<file path="src/rtl/stream_sink.sv">
// Terminal stream consumer: captures a fixed-length word stream into a circular
// buffer, counts accepted words, flags completion and overflow, and serves host reads.
module stream_sink #(
  parameter int unsigned N     = 16,
  parameter int unsigned DEPTH = 16,
  parameter int unsigned CW    = 16
) (
  input  logic          CLK,
  input  logic          RST_N,
  input  logic          EN,
  input  logic          R_IN,
  input  logic [N-1:0]  D_IN,
  input  logic          START,
  input  logic [CW-1:0] EXPECT,
  input  logic          RD_EN,
  output logic [N-1:0]  RD_DATA,
  output logic          RD_VALID,
  output logic          EMPTY,
  output logic          FULL,
  output logic [CW-1:0] RECEIVED,
  output logic          BUSY,
  output logic          DONE,
  output logic          OVERFLOW
);

  localparam int unsigned AW = $clog2(DEPTH);
  localparam int unsigned OW = AW + 1;

  typedef enum logic [1:0] {
    S_IDLE,
    S_CAPTURE,
    S_DONE
  } state_t;

  state_t        state_q;
  logic [CW-1:0] expect_q;
  logic [AW-1:0] wr_ptr_q;
  logic [AW-1:0] rd_ptr_q;
  logic [OW-1:0] count_q;
  logic [N-1:0]  mem [DEPTH];

  logic          accept_c;
  logic          do_wr_c;
  logic          do_rd_c;
  logic          last_word_c;
  logic [OW-1:0] count_nxt_c;

  // FULL/EMPTY are the registered flags, so a read never frees space for a same-cycle write.
  assign accept_c    = (state_q == S_CAPTURE) && EN && R_IN;
  assign do_wr_c     = accept_c && !FULL;
  assign do_rd_c     = RD_EN && !EMPTY;
  assign last_word_c = (RECEIVED + CW'(1)) == expect_q;

  always_comb begin
    count_nxt_c = count_q;
    if (do_wr_c && !do_rd_c) begin
      count_nxt_c = count_q + OW'(1);
    end else if (do_rd_c && !do_wr_c) begin
      count_nxt_c = count_q - OW'(1);
    end
  end

  // Buffer storage; contents are don't-care after reset or START.
  always_ff @(posedge CLK) begin
    if (do_wr_c && !START) begin
      mem[wr_ptr_q] <= D_IN;
    end
  end

  // Control FSM, pointers, counters and registered outputs.
  always_ff @(posedge CLK or negedge RST_N) begin
    if (!RST_N) begin
      state_q  <= S_IDLE;
      expect_q <= '0;
      wr_ptr_q <= '0;
      rd_ptr_q <= '0;
      count_q  <= '0;
      RD_DATA  <= '0;
      RD_VALID <= 1'b0;
      EMPTY    <= 1'b1;
      FULL     <= 1'b0;
      RECEIVED <= '0;
      BUSY     <= 1'b0;
      DONE     <= 1'b0;
      OVERFLOW <= 1'b0;
    end else begin
      RD_VALID <= 1'b0;
      if (START) begin
        expect_q <= EXPECT;
        wr_ptr_q <= '0;
        rd_ptr_q <= '0;
        count_q  <= '0;
        EMPTY    <= 1'b1;
        FULL     <= 1'b0;
        RECEIVED <= '0;
        OVERFLOW <= 1'b0;
        if (EXPECT == '0) begin
          state_q <= S_DONE;
          BUSY    <= 1'b0;
          DONE    <= 1'b1;
        end else begin
          state_q <= S_CAPTURE;
          BUSY    <= 1'b1;
          DONE    <= 1'b0;
        end
      end else begin
        if (do_wr_c) begin
          wr_ptr_q <= wr_ptr_q + AW'(1);
        end
        if (do_rd_c) begin
          rd_ptr_q <= rd_ptr_q + AW'(1);
          RD_DATA  <= mem[rd_ptr_q];
          RD_VALID <= 1'b1;
        end
        count_q <= count_nxt_c;
        EMPTY   <= (count_nxt_c == '0);
        FULL    <= (count_nxt_c == OW'(DEPTH));
        if (accept_c) begin
          RECEIVED <= RECEIVED + CW'(1);
          if (FULL) begin
            OVERFLOW <= 1'b1;
          end
          if (last_word_c) begin
            state_q <= S_DONE;
            BUSY    <= 1'b0;
            DONE    <= 1'b1;
          end
        end
      end
    end
  end

endmodule

</file>
<file path="config.mk">
export PLATFORM = sky130hd
export DESIGN_NAME = stream_sink
export DESIGN_NICKNAME = d
export VERILOG_FILES = /design/src/rtl/stream_sink.sv
export SDC_FILE = /design/constraint.sdc
export NUM_CORES = 1
export LEC_CHECK = 0
export BUFFER_PORTS_ARGS = -buffer_cell sky130_fd_sc_hd__clkbuf_2
export CORE_MARGIN = 4
export CORE_UTILIZATION = 50
export DETAILED_ROUTE_END_ITERATION = 8
export PLACE_DENSITY = 0.74
export SETUP_SLACK_MARGIN = 0.1
export SKIP_CTS_REPAIR_TIMING = 1
export SLEW_MARGIN = 5
export SYNTH_ARGS = -nofsm -noshare
export SYNTH_HDL_FRONTEND = slang
export SYNTH_SLANG_ARGS = --single-unit
</file>
<file path="constraint.sdc">
create_clock -name CLK -period 4.2 [get_ports CLK]
set_clock_uncertainty 0.2 [all_clocks]
set_input_delay 0.63 -clock CLK [delete_from_list [all_inputs] [get_ports CLK]]
set_output_delay 0.63 -clock CLK [all_outputs]
set_load 0.05 [all_outputs]
</file>
# [Yosys cells after proc, flatten, opt, wreduce, memory -nomap -nowiden]
# Memories as Yosys holds them, arrays and structs flattened. A register that Yosys moved wholly into a read port is not among the register bits.
# Index checks and enable logic that the tools add are counted.
# Widths: inputs -> output; s select.
[op_classes] mux=30 add_sub_neg=5 bitwise_logic=1 eq_ne=3 reduce_logical=23
[ops] op="$mux 16" count=2
[ops] op="$mux 1" count=17
[ops] op="$add 16x1->16 const B" count=1
[ops] op="$eq 16x16->1" count=1
[ops] op="$logic_not 16->1" count=1
[ops] op="$mux 4" count=4
[ops] op="$mux 5" count=3
[ops] op="$reduce_bool 2->1" count=5
[ops] op="$add 4x1->4 const B" count=2
[ops] op="$mux 2" count=4
[ops] op="$logic_and 1x1->1" count=7
[ops] op="$logic_not 1->1" count=6
[ops] op="$reduce_and 2->1" count=3
[ops] op="$add 5x1->5 const B" count=1
[ops] op="$eq 5x5->1 const B" count=1
[ops] op="$logic_not 5->1" count=1
[ops] op="$sub 5x1->5 const B" count=1
[ops] op="$eq 2x1->1 const B" count=1
[ops] op="$not 1->1" count=1
[totals] register_bits=53 output_inout_bits=38 mem_bits_rw=256 mem_count=1 in_bits=38
[mem_list] name="mem" words=16 word_bits=16 rd=1 rd_ports_with_merged_regs=1 wr=1 line_no="40" source="logic [N-1:0] mem [DEPTH];"

# [Logic depth before layout (Yosys ltp)]
# Gate-level depths: netlist of run 1.
[logic_depth] depth_word=10 depth_mapped=9

# [Worst setup path before layout of run 1]
# OpenSTA, ideal clock, no wires.
[synth_timing] kind="register to register" startpoint="register state_q[0]" endpoint="memory mem[5][0] (enable)" path_buffers=1 path_stages_with_launch=7 t_required_ns=3.591 path_slack_ns=0.944 arrival_ns=2.647 path_cell_list="dfrtp_1 -> and4b_1 -> clkbuf_1 -> nand2b_1 -> nor2_1 -> nand2_1 -> nor3_1"
[synth_via] elab_chain_len=7
[synth_lines] element="from (decl)" line_no="35" source="state_t state_q;"
[synth_lines] element="from (signal assigned)" line_no="73" source="state_q <= S_IDLE;"
[synth_lines] element="from (signal assigned)" line_no="98" source="state_q <= S_DONE;"
[synth_lines] element="from (signal assigned)" line_no="102" source="state_q <= S_CAPTURE;"
[synth_lines] element="$eq 2x1->1" line_no="49" source="assign accept_c = (state_q == S_CAPTURE) && EN && R_IN;"
[synth_lines] element="$logic_and 1x1->1 (2 in a row)" line_no="49"
[synth_lines] element="$logic_and 1x1->1" line_no="50" source="assign do_wr_c = accept_c && !FULL;"
[synth_lines] element="$logic_and 1x1->1" line_no="65" source="if (do_wr_c && !START) begin"
[synth_lines] element="$mux 1" line_no="65"
[synth_lines] element="$mux 1 (not written as such)" line_no="66" source="mem[wr_ptr_q] <= D_IN;"
[synth_lines] element="to (decl)" line_no="40"
# Every way passes these cells.

==> results of run 1 <==
==> final timing paths <==
check	start	endpoint	slack, ns	cells past startpoint
max	DONE$_DFFE_PN0P_	mem[10][13]$_DFFE_PP_	1.27	5
max reg2reg	DONE$_DFFE_PN0P_	mem[10][13]$_DFFE_PP_	1.27	5
min	RST_N	RD_DATA[15]$_DFFE_PN0P_	0.07	1
min reg2reg	RD_DATA[0]$_DFFE_PN0P_	RD_DATA[0]$_DFFE_PN0P_	0.28	2
max in group asynchronous	RST_N	rd_ptr_q[0]$_DFFE_PN0P_	3.06	1
min in group CLK	EXPECT[6]	expect_q[6]$_DFFE_PN0P_	0.18	3
==> sequential cells by signal, indices dropped and copies added, names as in the netlist <==
name,count
expect_q,16
EMPTY,1
rd_ptr_q,4
DONE,1
OVERFLOW,1
RECEIVED,16
mem,256
RD_VALID,1
FULL,1
RD_DATA,16
count_q,5
state_q,1
wr_ptr_q,4
==> logic make-up after synthesis <==
logic type	Yosys count	synth area share
compound gates	105	0.0549
xor+xnor	41	0.0271
fa+ha+maj	8	0.00756
buf+inv	63	0.0207
flops	323	0.707
mux	96	0.119
simple gates	176	0.0630
==> cell usage after synthesis (all sizes together) (2+ instances only) <==
cell type    n
o22ai        2
mux2i       33
or3          4
dfrtp       66
and4         2
o21ai       38
nor2b        2
o221ai      32
nor2        51
xnor2       23
a22oi        2
a41oi        2
xor2        18
nand3       10
ha           8
or2          3
or4          2
buf         15
inv         17
clkbuf      31
mux2        15
edfxtp     256
mux4        48
and3         4
and2         7
nor4         6
nand4        8
nand2b       3
a211oi       4
a21oi       11
nor3        10
nand2       59
==> metal layers <==
metal,vias to the layer above,wire length [µm],track usage
met2,339,13500,0.315
met3,45,2680,0.0441
met1,3764,12300,0.296
met4,0,582,0.0552
li1,3326,-,-
met5,-,0,0
==> critical path, cell delays in order, from the launching register on <==
cell	delay, ns
dfrtp_1	0.39
and4b_1	0.51
nand2b_1	0.19
nor2_1	0.20
nand3b_1	0.23
nor2_2	0.82
==> power by group through the flow <==
stage	combinational [µW]	sequential (µW)	clock [µW]
4_1_cts	1220	3740	2960
6_report	1210	3740	2920
5_1_grt	1300	3760	3120
3_3_place_gp	1190	3800	0
2_1_floorplan	646	4040	0
3_5_place_dp	1210	3800	0
==> area by class of cell <==
type / instances / area share
clock inverters: 13 / 0.00752
well taps: 335 / 0.0277
inverters: 17 / 0.00422
multi-input cells: 426 / 0.240
repair buffers: 95 / 0.0357
flip-flops and latches: 323 / 0.619
clock buffers: 49 / 0.0660
==> per-stage QoR <==
stage	hold slack, ns	util	area (µm²)	std cells	total power, µW
6_report	0.0735	0.581	15100	1258	7860
5_1_grt	0.143	0.581	15100	1258	8180
4_1_cts	0.0997	0.581	15100	1258	7920
3_5_place_dp	0.271	0.538	14000	1196	5020
3_3_place_gp	0.264	0.538	14000	1196	5000
2_1_floorplan	0.134	-	13200	812	4680
==> metrics.txt, run 1 <==
# TYPE chip_impl_metric gauge
chip_impl_metric{name="max-slew-margin-rel",unit=""} 0.291
chip_impl_metric{name="io_buffers",unit=""} 75
chip_impl_metric{name="final.setup.tns",unit="ns"} 0
chip_impl_metric{name="power.static_leakage",unit="µW"} 0.00516
chip_impl_metric{name="sequential_cell_area",unit="µm²"} 9370
chip_impl_info{name="start_kind",value="flop"} 1
chip_impl_info{name="path_class",value="flop to flop"} 1
chip_impl_metric{name="max-vdd-ir-drop",unit="mV"} 0.411
chip_impl_metric{name="yosys.cell_types.count",unit=""} 60
chip_impl_metric{name="htree_num_levels",unit=""} 2
chip_impl_metric{name="syn-mean-instance-area",unit="µm²"} 16.3
chip_impl_metric{name="synth_cells",unit=""} 812
chip_impl_metric{name="synth_top_area_share",unit=""} 0.581
chip_impl_info{name="commonest_non_fill_non_tap_cell_in_the_layout",value="edfxtp_1"} 1
chip_impl_info{name="postSynth.topFlopCell",value="edfxtp_1"} 1
chip_impl_metric{name="max_clock_freq",unit="GHz"} 0.342
chip_impl_metric{name="postSynthNetCount",unit=""} 858
chip_impl_metric{name="share_of_total_power_consumed_by_net_switching",unit=""} 0.267
chip_impl_metric{name="routed_wire_per_std_cell",unit="µm"} 23.1
chip_impl_metric{name="grt_max_degree",unit=""} 68
chip_impl_metric{name="initial_utilization",unit=""} 0.508
chip_impl_metric{name="min_period",unit="ns"} 2.93
chip_impl_metric{name="drcViolationCount",unit=""} 0
chip_impl_metric{name="combPwrFrac",unit=""} 0.154
chip_impl_metric{name="netSwitchingPower",unit="µW"} 2100
chip_impl_metric{name="fp.dieArea",unit="µm²"} 29100
chip_impl_metric{name="grt_usage",unit=""} 0.203
chip_impl_metric{name="timing.final.max_slew_violations",unit=""} 0
chip_impl_info{name="outcome",value="finished clean"} 1
chip_impl_metric{name="crit_path_max_fanout",unit=""} 16
chip_impl_metric{name="multi_input_area",unit="µm²"} 3630
chip_impl_metric{name="p_int",unit="µW"} 5760
chip_impl_metric{name="clock_sink_count",unit=""} 323
chip_impl_metric{name="synth_enable_flop_cells",unit=""} 256
chip_impl_metric{name="share_of_final_layout_standard_cells_stronger_than_drive_strength_1",unit=""} 0.246
chip_impl_metric{name="synth.ff_latch_count",unit=""} 323
chip_impl_metric{name="antenna_left",unit=""} 0
chip_impl_metric{name="antennaDiodeCount",unit=""} 0
chip_impl_metric{name="core_area",unit="µm²"} 26100
chip_impl_metric{name="grt_first_pass_wirelength",unit="µm"} 44500
chip_impl_metric{name="synth_warnings",unit=""} 0
chip_impl_metric{name="fin_crit_sh",unit=""} 0.697
chip_impl_info{name="synthTopCellsByArea",value="edfxtp_1 (58%), dfrtp_1 (12%), mux4_2 (8.2%)"} 1
chip_impl_info{name="grt_setup_unrepaired",value="no"} 1
chip_impl_metric{name="vias_per_cell",unit=""} 5.94
chip_impl_metric{name="setup_viol_count_final",unit=""} 0
chip_impl_info{name="tritoncts",value="yes"} 1
chip_impl_metric{name="seq_area_frac_synth",unit=""} 0.707
chip_impl_metric{name="seq_power_share",unit=""} 0.475
chip_impl_metric{name="timing_hold_violations_final",unit=""} 0
chip_impl_metric{name="die_h",unit="µm"} 171
chip_impl_metric{name="num_io_pins",unit=""} 76
chip_impl_metric{name="vias_in_the_first_global_route",unit=""} 7402
chip_impl_metric{name="drt_wl_total",unit="µm"} 29100
chip_impl_metric{name="design.final.nets",unit=""} 943
chip_impl_metric{name="final.fill_count",unit=""} 1972
chip_impl_metric{name="grt-ovfl-total",unit=""} 0
chip_impl_metric{name="floorplan.die.width",unit="µm"} 171
chip_impl_metric{name="max_slew.worst_pin.slew",unit="ns"} 1.06
chip_impl_metric{name="dp_slack",unit="ns"} 1.01
chip_impl_info{name="timing.critical_path.to_type",value="flop"} 1
chip_impl_metric{name="power-per-cell-area",unit="nW/µm²"} 519
chip_impl_metric{name="synth.cell_area",unit="µm²"} 13200
chip_impl_metric{name="placer_congestion_estimate",unit=""} 0.920
chip_impl_metric{name="routed-via-count",unit=""} 7474
chip_impl_metric{name="drv_cap",unit=""} 0
chip_impl_metric{name="p_clk_frac",unit=""} 0.371
chip_impl_info{name="post-synth-top-area-cell",value="edfxtp_1"} 1
chip_impl_metric{name="critical_path_arrival",unit="ns"} 2.85
chip_impl_metric{name="required",unit="ns"} 4.13
chip_impl_metric{name="clock_path_buffers",unit=""} 3
chip_impl_metric{name="layout_setup_ws",unit="ns"} 1.27
chip_impl_metric{name="worst_skew_pair.late_latency",unit="ns"} 0.51
chip_impl_metric{name="area_growth_from_synthesis_to_final_layout",unit="%"} 14.3
chip_impl_metric{name="drtIter0Drc",unit=""} 827
chip_impl_metric{name="cts_made_buffers",unit=""} 34
chip_impl_metric{name="drt_pass1_iterations",unit=""} 5
chip_impl_info{name="hold_class",value="input pin to async pin"} 1
chip_impl_info{name="cts_root_buf",value="clkbuf_16"} 1
chip_impl_metric{name="grt_antenna_before_repair",unit=""} 0
chip_impl_metric{name="floorplan.rows",unit=""} 59
chip_impl_metric{name="synthArstFlopShare",unit=""} 0.207
chip_impl_metric{name="clk_pin_slew_worst_paths",unit="ns"} 0.06
chip_impl_metric{name="hpwlAfterDp",unit="µm"} 18700
chip_impl_info{name="mostFrequentLayoutCells",value="edfxtp_1 (256), clkbuf_2 (74), dfrtp_1 (64)"} 1
Note: power is estimated with default switching activity, not from simulation.
==> run 2: changes to the inputs <==
clock period = 2.7 ns   (was 4.2 ns; I/O delays follow)
==> run 2 against run 1 <==
The run now ends with hold timing left. Via count rose by 1.5%. Global-route usage fell by 0.46 points. Clock power rose by 57%. Total power rose by 56%. Sequential power rose by 53%. Critical path depth rose by 2. Combinational power rose by 64%. Routed wire length fell by 1.2%. Worst setup slack got worse by 1.1 ns. Hold slack got worse by 0.087 ns. Die area did not move. Largest cell class unchanged.
==> metrics.txt, run 2 (synthesized netlist as in run 1, its figures left out) <==
# TYPE chip_impl_metric gauge
chip_impl_info{name="outcome",value="finished with violations"} 1
chip_impl_info{name="failed_checks",value="hold timing"} 1
chip_impl_metric{name="drt_pass1_iterations",unit=""} 5
chip_impl_metric{name="layout.cell_area.non_filler",unit="µm²"} 15700
chip_impl_metric{name="largest_register_ffs",unit=""} 256
chip_impl_metric{name="hold-worst-slack",unit="ns"} -0.0136
chip_impl_metric{name="worstHoldPathCells",unit=""} 2
chip_impl_metric{name="max-vdd-ir-drop",unit="mV"} 0.616
chip_impl_metric{name="grt_max_degree",unit=""} 41
chip_impl_metric{name="max-slew-margin-rel",unit=""} 0.494
chip_impl_metric{name="layout_setup_ws",unit="ns"} 0.190
chip_impl_metric{name="final.fill_count",unit=""} 1917
chip_impl_metric{name="design.final.nets",unit=""} 999
chip_impl_metric{name="fin_crit_sh",unit=""} 0.930
chip_impl_metric{name="max_slew.worst_pin.slew",unit="ns"} 0.756
chip_impl_metric{name="worst_skew_pair.late_latency",unit="ns"} 0.51
chip_impl_info{name="commonest_non_fill_non_tap_cell_in_the_layout",value="edfxtp_1"} 1
chip_impl_metric{name="power.static_leakage",unit="µW"} 0.00543
chip_impl_info{name="hold_class",value="input pin to flop"} 1
chip_impl_metric{name="cts_made_buffers",unit=""} 34
chip_impl_metric{name="crit_path_max_fanout",unit=""} 2
chip_impl_info{name="cts_root_buf",value="clkbuf_16"} 1
chip_impl_metric{name="die_h",unit="µm"} 171
chip_impl_metric{name="share_of_final_layout_standard_cells_stronger_than_drive_strength_1",unit=""} 0.282
chip_impl_info{name="tritoncts",value="yes"} 1
chip_impl_metric{name="dp_slack",unit="ns"} 0.150
chip_impl_info{name="grt_setup_unrepaired",value="no"} 1
chip_impl_metric{name="antennaDiodeCount",unit=""} 0
chip_impl_info{name="worst_r2r_endpoint",value="state_q[0]$_DFFE_PN0P_"} 1
chip_impl_metric{name="clock_sink_count",unit=""} 323
chip_impl_metric{name="r2r_slack",unit="ns"} 0.28
chip_impl_metric{name="grt-ovfl-total",unit=""} 0
chip_impl_metric{name="placer_congestion_estimate",unit=""} 0.823
chip_impl_info{name="path_class",value="input pin to flop"} 1
chip_impl_metric{name="power-per-cell-area",unit="nW/µm²"} 783
chip_impl_metric{name="routed_wire_per_std_cell",unit="µm"} 21.9
chip_impl_info{name="mostFrequentLayoutCells",value="edfxtp_1 (256), clkbuf_2 (74), dfrtp_1 (60)"} 1
chip_impl_metric{name="critical_path_arrival",unit="ns"} 2.67
chip_impl_info{name="start_kind",value="input pin"} 1
chip_impl_metric{name="vias_in_the_first_global_route",unit=""} 7741
chip_impl_metric{name="drt_wl_total",unit="µm"} 28700
chip_impl_metric{name="grt_first_pass_wirelength",unit="µm"} 44100
chip_impl_metric{name="ff2ff_path_depth",unit=""} 6
chip_impl_metric{name="timing_hold_violations_final",unit=""} 2
chip_impl_metric{name="drtIter0Drc",unit=""} 632
chip_impl_metric{name="routed-via-count",unit=""} 7589
chip_impl_info{name="registers.top_by_ff_count",value="mem"} 1
chip_impl_metric{name="drv_cap",unit=""} 0
chip_impl_info{name="timing.critical_path.to_type",value="flop"} 1
chip_impl_metric{name="final_util",unit=""} 0.602
chip_impl_metric{name="vias_per_cell",unit=""} 5.78
chip_impl_info{name="hold_path.startpoint",value="START"} 1
chip_impl_metric{name="io_buffers",unit=""} 75
chip_impl_metric{name="hpwlAfterDp",unit="µm"} 18200
chip_impl_metric{name="postPlaceCellArea",unit="µm²"} 14400
chip_impl_metric{name="core_area",unit="µm²"} 26100
chip_impl_metric{name="antenna_left",unit=""} 0
chip_impl_metric{name="setup_viol_count_final",unit=""} 0
chip_impl_metric{name="max_clock_freq",unit="GHz"} 0.398
chip_impl_metric{name="timing.final.max_slew_violations",unit=""} 0
chip_impl_metric{name="initial_utilization",unit=""} 0.508
chip_impl_metric{name="clock_path_buffers",unit=""} 3
chip_impl_metric{name="drcViolationCount",unit=""} 0
chip_impl_metric{name="final.setup.tns",unit="ns"} 0
chip_impl_metric{name="floorplan.die.width",unit="µm"} 171
chip_impl_metric{name="clk_pin_slew_worst_paths",unit="ns"} 0.06
chip_impl_metric{name="grt_antenna_before_repair",unit=""} 0
chip_impl_info{name="hold-path-endpoint",value="rd_ptr_q[1]$_DFFE_PN0P_"} 1
chip_impl_metric{name="fp.dieArea",unit="µm²"} 29100
chip_impl_metric{name="required",unit="ns"} 2.86
chip_impl_metric{name="area_growth_from_synthesis_to_final_layout",unit="%"} 18.4
chip_impl_metric{name="min_period",unit="ns"} 2.51
chip_impl_metric{name="grt_usage",unit=""} 0.198
chip_impl_metric{name="floorplan.rows",unit=""} 59
chip_impl_metric{name="num_io_pins",unit=""} 76
chip_impl_metric{name="htree_num_levels",unit=""} 2
chip_impl_info{name="rr_startpoint",value="RECEIVED[8]$_DFFE_PN0P_"} 1
## run 2: per-layer routing
| layer | track usage | vias to the layer above | wire length (µm) | part of all wire |
|---|---|---|---|---|
| met5 | 0 | - | 0 | 0 |
| met4 | 0.0611 | 0 | 692 | 0.024 |
| met3 | 0.0386 | 56 | 2160 | 0.075 |
| met2 | 0.327 | 282 | 14200 | 0.49 |
| met1 | 0.271 | 3814 | 11700 | 0.41 |
| li1 | - | 3437 | - | - |
## run 2: area by class of cell
cell class                 instances  area (µm²)  area share
clock buffer                      39         891      0.0568
timing repair buffer             151        1030      0.0656
multi-input combinational        426        3690       0.236
clock inverter                    21         205      0.0131
inverter                          17        63.8     0.00407
tap                              335         419      0.0267
sequential                       323        9380       0.598
## run 2: metrics by stage
stage	instances	power, µW
5_1_grt	1312	12800
3_3_place_gp	1234	7780
3_5_place_dp	1234	7810
4_1_cts	1294	12400
6_report	1312	12300
2_1_floorplan	812	7290
## run 2: worst max-delay path by stage
stage / from / end / slack [ns] / cells after the start
global placement: RECEIVED[1]$_DFFE_PN0P_ / state_q[0]$_DFFE_PN0P_ / 0.18 / 7
global route: EXPECT[15] / state_q[0]$_DFFE_PN0P_ / 0.12 / 8
finish: EXPECT[3] / state_q[0]$_DFFE_PN0P_ / 0.19 / 7
CTS: RECEIVED[1]$_DFFE_PN0P_ / state_q[0]$_DFFE_PN0P_ / 0.12 / 7
floorplan: DONE$_DFFE_PN0P_ / mem[12][0]$_DFFE_PP_ / 0.09 / 6
detailed placement: RECEIVED[1]$_DFFE_PN0P_ / state_q[0]$_DFFE_PN0P_ / 0.15 / 7
## run 2: worst max-delay path: stages
cell and delay (ns):
dlygate4sd3_1 0.53, clkbuf_2 0.11, nor4_1 0.38, a41oi_1 0.25
or4_4 0.60, nor4b_4 0.28, a21oi_1 0.10
## run 2: where the power goes
group          total (µW)  switching, µW  leakage, µW  internal, µW
registers            5730            141      0.00316          5580
logic                1980           1230      0.00174           756
clock network        4570           1820     0.000536          2750
total               12300           3190      0.00543          9090
